===== config.mk =====
export PLATFORM = sky130hd
export DESIGN_NAME = align_swap_pipe
export DESIGN_NICKNAME = d
export VERILOG_FILES = /design/src/rtl/fp_pkg.sv /design/src/rtl/sticky_shr.sv /design/src/rtl/align_swap_pipe.sv
export SDC_FILE = /design/constraint.sdc
export NUM_CORES = 1
export LEC_CHECK = 0
export CORE_MARGIN = 4
export CORE_UTILIZATION = 49
export DETAILED_ROUTE_END_ITERATION = 10
export GPL_TIMING_DRIVEN = 1
export PLACE_DENSITY = 0.77
export SKIP_LAST_GASP = 1
export SYNTH_ARGS = -nofsm -noshare
export SYNTH_HDL_FRONTEND = slang
export SYNTH_SLANG_ARGS = --single-unit

===== constraint.sdc =====
create_clock -name clk -period 2.2 [get_ports clk]
set_input_delay 0.22 -clock clk [delete_from_list [all_inputs] [get_ports clk]]
set_output_delay 0.22 -clock clk [all_outputs]
set_load 0.02 [all_outputs]

===== src/rtl/fp_pkg.sv =====
// rtl/fp_pkg.sv - shared floating-point format widths and stage-1 payload type
package fp_pkg;
   localparam int SP_EXP_W = 8;
   localparam int SP_MAN_W = 23;
   localparam int DP_EXP_W = 11;
   localparam int DP_MAN_W = 52;
   localparam int GRS_W    = 3;

   // Sized for the widest format; narrower formats occupy the low bits of each field.
   typedef struct packed {
      logic                swap;
      logic [DP_EXP_W-1:0] shift;
      logic [DP_EXP_W-1:0] exp_big;
      logic [DP_MAN_W:0]   sig_big;
      logic [DP_MAN_W:0]   sig_small;
   } s1_payload_t;
endpackage


===== src/rtl/sticky_shr.sv =====
// rtl/sticky_shr.sv - right barrel shift folding every shifted-out bit into the LSB
module sticky_shr #(
   parameter int DATA_W  = 27,
   parameter int SHIFT_W = 8
) (
   input  logic [DATA_W-1:0]  data_in,
   input  logic [SHIFT_W-1:0] shift,
   output logic [DATA_W-1:0]  data_out
);
   logic [DATA_W-1:0] shifted;
   logic [DATA_W-1:0] lost_mask;
   logic              lost;

   always_comb begin
      shifted   = data_in >> shift;
      lost_mask = ~({DATA_W{1'b1}} << shift);
      lost      = |(data_in & lost_mask);
      if (32'(shift) >= DATA_W) begin
         data_out = {{(DATA_W-1){1'b0}}, |data_in};
      end else begin
         data_out = {shifted[DATA_W-1:1], shifted[0] | lost};
      end
   end
endmodule


===== src/rtl/align_swap_pipe.sv =====
// rtl/align_swap_pipe.sv - two-stage exponent compare/swap and significand alignment
module align_swap_pipe #(
   parameter int EXP_W = fp_pkg::SP_EXP_W,
   parameter int MAN_W = fp_pkg::SP_MAN_W,
   parameter int GRS_W = fp_pkg::GRS_W
) (
   input  logic                     clk,
   input  logic                     rst_n,
   input  logic                     in_valid,
   output logic                     in_ready,
   input  logic [EXP_W-1:0]         exp1,
   input  logic [EXP_W-1:0]         exp2,
   input  logic [MAN_W:0]           sig1,
   input  logic [MAN_W:0]           sig2,
   output logic                     out_valid,
   input  logic                     out_ready,
   output logic [EXP_W-1:0]         exp_big,
   output logic [MAN_W:0]           sig_big,
   output logic [MAN_W+GRS_W:0]     sig_small,
   output logic [EXP_W-1:0]         shift,
   output logic                     swap
);
   import fp_pkg::*;

   localparam int SIG_W   = MAN_W + 1;
   localparam int SMALL_W = SIG_W + GRS_W;

   s1_payload_t        s1_new, s1_d, s1_q;
   logic               s1_valid_d, s1_valid_q;
   logic               s2_valid_d, s2_valid_q;
   logic               s2_advance;
   logic [EXP_W:0]     diff;
   logic               borrow;
   logic [EXP_W-1:0]   exp_big_d, exp_big_q, shift_d, shift_q;
   logic [SIG_W-1:0]   sig_big_d, sig_big_q;
   logic [SMALL_W-1:0] sig_small_d, sig_small_q, shr_out;
   logic               swap_d, swap_q;

   // Negating diff also yields shift=0 on an exponent tie, so one swap branch covers both cases.
   always_comb begin
      diff   = {1'b0, exp1} - {1'b0, exp2};
      borrow = diff[EXP_W];
      s1_new = '0;
      if (borrow || (diff == '0 && sig2 > sig1)) begin
         s1_new.swap      = 1'b1;
         s1_new.exp_big   = DP_EXP_W'(exp2);
         s1_new.sig_big   = (DP_MAN_W+1)'(sig2);
         s1_new.sig_small = (DP_MAN_W+1)'(sig1);
         s1_new.shift     = DP_EXP_W'(~diff[EXP_W-1:0] + EXP_W'(1));
      end else begin
         s1_new.swap      = 1'b0;
         s1_new.exp_big   = DP_EXP_W'(exp1);
         s1_new.sig_big   = (DP_MAN_W+1)'(sig1);
         s1_new.sig_small = (DP_MAN_W+1)'(sig2);
         s1_new.shift     = DP_EXP_W'(diff[EXP_W-1:0]);
      end
   end

   sticky_shr #(
      .DATA_W (SMALL_W),
      .SHIFT_W(EXP_W)
   ) u_shr (
      .data_in ({s1_q.sig_small[SIG_W-1:0], {GRS_W{1'b0}}}),
      .shift   (s1_q.shift[EXP_W-1:0]),
      .data_out(shr_out)
   );

   always_comb begin
      s2_advance  = !s2_valid_q || out_ready;
      in_ready    = !s1_valid_q || s2_advance;
      s1_valid_d  = s1_valid_q;
      s1_d        = s1_q;
      s2_valid_d  = s2_valid_q;
      exp_big_d   = exp_big_q;
      sig_big_d   = sig_big_q;
      sig_small_d = sig_small_q;
      shift_d     = shift_q;
      swap_d      = swap_q;
      if (in_ready) begin
         s1_valid_d = in_valid;
         if (in_valid) s1_d = s1_new;
      end
      if (s2_advance) begin
         s2_valid_d = s1_valid_q;
         if (s1_valid_q) begin
            exp_big_d   = s1_q.exp_big[EXP_W-1:0];
            sig_big_d   = s1_q.sig_big[SIG_W-1:0];
            sig_small_d = shr_out;
            shift_d     = s1_q.shift[EXP_W-1:0];
            swap_d      = s1_q.swap;
         end
      end
   end

   always_ff @(posedge clk or negedge rst_n) begin
      if (!rst_n) begin
         s1_valid_q  <= 1'b0;
         s1_q        <= '0;
         s2_valid_q  <= 1'b0;
         exp_big_q   <= '0;
         sig_big_q   <= '0;
         sig_small_q <= '0;
         shift_q     <= '0;
         swap_q      <= 1'b0;
      end else begin
         s1_valid_q  <= s1_valid_d;
         s1_q        <= s1_d;
         s2_valid_q  <= s2_valid_d;
         exp_big_q   <= exp_big_d;
         sig_big_q   <= sig_big_d;
         sig_small_q <= sig_small_d;
         shift_q     <= shift_d;
         swap_q      <= swap_d;
      end
   end

   assign out_valid = s2_valid_q;
   assign exp_big   = exp_big_q;
   assign sig_big   = sig_big_q;
   assign sig_small = sig_small_q;
   assign shift     = shift_q;
   assign swap      = swap_q;
endmodule


==> key figures <==
Cells and area
  • Post-layout util: 0.754
  • P&R area growth vs syn: 51.2%
  • Non-Filler Instances: 1,425
  • Proportion of layout cells with a drive suffix above 1: 0.347
  • Nets: 1,291
  • ANT cells: 0

Worst hold path
  • Min-Delay Startpoint: exp1[4]
  • Class of the worst hold path: primary input to register
  • WHS Endpoint: s1_q[110]$_DFFE_PN0P_
  • Worst Hold Path Cells: 3

Setup path
  • Reg2Reg Setup Slack: 0.04 ns
  • Most frequent CP cell: buf_12
  • CP arrival: slightly below 3 ns
  • Critical path type: primary input to register
  • Crit-path slowest cell: or4_4
  • Cells along the critical path: buf_12 > inv_12 > ha_4 > inv_2 > fa_2 > a211oi_4 > nor3b_4 > or4_4 > o311ai_4 > nand4bb_4 > o31ai_4 > buf_12 > buf_12 > nor3_1 > a211oi_1
  • Worst R2R Start: s1_q[118]$_DFFE_PN0P_
  • Worst R2R End: sig_small[4]$_DFFE_PN0P_
  • CP max stage delay: 0.45 ns
  • Critical path startpoint category: primary input
  • Critical Path Fanout Max: 26
  • CP endpoint kind: register
  • Critical Path RT: between 2 and 3 ns
  • Worst R2R Path Depth: 8

Synthesis
  • Most frequent cell after synthesis: dfrtp_1
  • Synth Flop Type: dfrtp_1
  • Synth Cell Area: roughly 8600 um2
  • Mapped Cells: 920
  • Largest family of logic cells by synthesized area: compound AO/OA/AOI/OAI gates
  • Synth cell types: 64
  • Most instantiated cells after synthesis: dfrtp_1, nor2_1, nor3_1, nand2_1, o21ai_0
  • Synth warn: 0
  • Asr flop ratio synth: 1.00
  • Register area share after synthesis: 0.393
  • Post-synthesis compound-gate area fraction: 0.224
  • Synth Register Bits: around 140
  • Synth top area share: 0.393
  • Mapped Nets: a little over 1,000
  • Adder-cell share of the synthesized area: 0.0504
  • Syn Area/Cell: a little over 9 um2
  • Dominant cells by area after synthesis: dfrtp_1, mux2_2, nor2_1
  • Post-synth EDFFs: 0
  • Synth Area in Simple Gates: 0.162
  • Mux contribution to synthesized area: 0.109
  • Post-Synth XOR/XNOR Area: 0.00408
  • Yosys top cell by area: dfrtp_1

Place
  • Port buffer count: approximately 140
  • DP HPWL: 17,900 um
  • Final GP Congestion: 0.946
  • Post-Place Cells: 1,359

Timing
  • Setup ws final: -0.461 ns
  • Setup tns final: -21.56 ns
  • Skew final: ~0.0054 ns
  • Period utilization: 1.21
  • Slew margin rel.: 0.680
  • Setup-failing EPs final: 64
  • Fin. Hold Viols: 0
  • Peak Freq: about 380 MHz
  • Unrepaired setup endpoints after global routing: yes
  • Tmin final: 2.66 ns
  • Worst-Margin Slew: about 0.48 ns
  • Max-slew violation count: 0

Clock network
  • CTS Buffer Depth: 2
  • Skew-Pair Late Insertion Delay: between 0.4 and 0.5 ns
  • Reg clk slew, reported paths: about 0.060 ns
  • CTS root buffer: clkbuf_16
  • Num CTS Buffers: 17
  • H-Tree Depth: 4
  • Clock sinks: 135
  • CTS tree: built

Drt
  • Router iterations before antenna repair: 9
  • DRC violations left: 0
  • Number of routed nets with antenna violations: 0
  • First-iteration detailed-routing DRC count: 968
  • Via count: 9,012
  • DRT Wirelength: between 30,000 and 40,000 um
  • Average wire per standard cell: 21.4 um
  • DR vias/cell: 6.32

Status
  • Outcome: finished with violations
  • Violated checks: setup timing

Floorplanning
  • Die height: about 140 um
  • Top Ports: between 100 and 150
  • Die Wd: roughly 140 um
  • DIE AREA: 19,700 um2
  • # rows: 48
  • Core footprint: 17,200 um2
  • Starting density of the core: 0.499

GRT
  • Total grt overflow: 0
  • Vias in the first global route: about 8,700
  • Largest net degree at the start of global routing: 80
  • First-pass GRT wire length: ~45,000 um
  • Tot GR Track Use: 0.280
  • Initial antenna violation count: 0

Pwr
  • Worst VDD drop: between 600 and 700 uV
  • Tot Pwr: between 10 and 15 mW
  • Leakage power: 5.46 nW
  • Pwr per Cell Area: 890 nW/um2

Job
  • Max Cap Viol: 0
-- cell type report --
type	instances	area, um2
inverters	44	181
flip-flops and latches	135	3380
clock buffers	21	460
clock inverters	9	150
well taps	225	282
fillers	1063	4240
multi-input cells	671	5400
repair buffers	320	3140
-- power by group --
part | total [mW] | internal (mW) | switching, mW
logic | 5.00 | 2.37 | 2.64
registers | 3.51 | 3.02 | 0.494
clock network | 3.05 | 1.94 | 1.12
total | 11.6 | 7.32 | 4.25
-- logic make-up after synthesis --
group,Yosys count
compound gates,250
xor+xnor,4
fa+ha+maj,34
buf+inv,114
flops,135
mux,79
simple gates,304
-- layer usage --
| metal | vias up | track usage | part of all wire |
|---|---|---|---|
| met5 | - | 0 | 0 |
| met4 | 0 | 0.135 | 0.055 |
| met3 | 185 | 0.0550 | 0.075 |
| met2 | 547 | 0.457 | 0.48 |
| met1 | 4346 | 0.358 | 0.39 |
| li1 | 3934 | - | - |
-- flip-flops by register name (all words and copies together), names as in the netlist --
name,flops
sig_big,24
sig_small,27
shift,8
out_valid,1
exp_big,8
swap,1
s1_q,65
s1_valid_q,1
-- how the worst max path moves through the flow --
| stage | slack [ns] | startpoint | depth (start not counted) | to |
|---|---|---|---|---|
| floorplan | -0.60 | exp1[0] | 13 | s1_q[21]$_DFFE_PN0P_ |
| global placement | -1.24 | exp1[0] | 15 | s1_q[107]$_DFFE_PN0P_ |
| detailed placement | -1.33 | exp1[0] | 15 | s1_q[76]$_DFFE_PN0P_ |
| CTS | -0.31 | exp1[0] | 15 | s1_q[17]$_DFFE_PN0P_ |
| global route | -0.59 | exp1[0] | 15 | s1_q[0]$_DFFE_PN0P_ |
| finish | -0.46 | exp1[0] | 15 | s1_q[0]$_DFFE_PN0P_ |
-- worst max-delay path, delay by kind of cell --
family / cells / cell delay [ns]
fa+ha+maj: 2 / 0.49
compound gates: 4 / 0.93
simple gates: 4 / 0.76
buf+inv: 5 / 0.57
-- placed cells by master (no fill, tap or decap), drive strengths merged, types with 7 or more instances in the layout --
| master | instances |
|---|---|
| nand2b | 8 |
| a21oi | 49 |
| mux2 | 48 |
| clkdlybuf4s50 | 103 |
| nand2 | 57 |
| nor3 | 59 |
| a31oi | 11 |
| o21ai | 51 |
| ha | 33 |
| mux2i | 24 |
| dfrtp | 135 |
| a221oi | 8 |
| o31ai | 9 |
| buf | 183 |
| a311oi | 33 |
| dlymetal6s2s | 18 |
| nor2 | 123 |
| inv | 43 |
| a211oi | 34 |
| a22o | 15 |
| mux4 | 7 |
| nand3 | 18 |
| clkbuf | 23 |
| dlygate4sd2 | 10 |
-- metrics by stage --
stage / hold slack, ns / instance area [um2] / setup slack [ns]
floorplan: -0.0756 / 8680 / -0.600
global placement: 0.173 / 11300 / -1.24
detailed placement: 0.181 / 11300 / -1.33
CTS: 0.192 / 12500 / -0.308
global route: 0.172 / 13000 / -0.590
finish: 0.174 / 13000 / -0.461
-- repair_timing --
action / in CTS / in global routing
pin swaps: 25 / 31
gates cloned: 3 / 2
gates resized for setup: 93 / 96
setup buffers: 17 / 16
setup endpoints to repair: 65 / 79
hold endpoints to repair: 40 / 0
hold buffers: 1 / 0
Note: power is estimated with default switching activity, not from simulation.
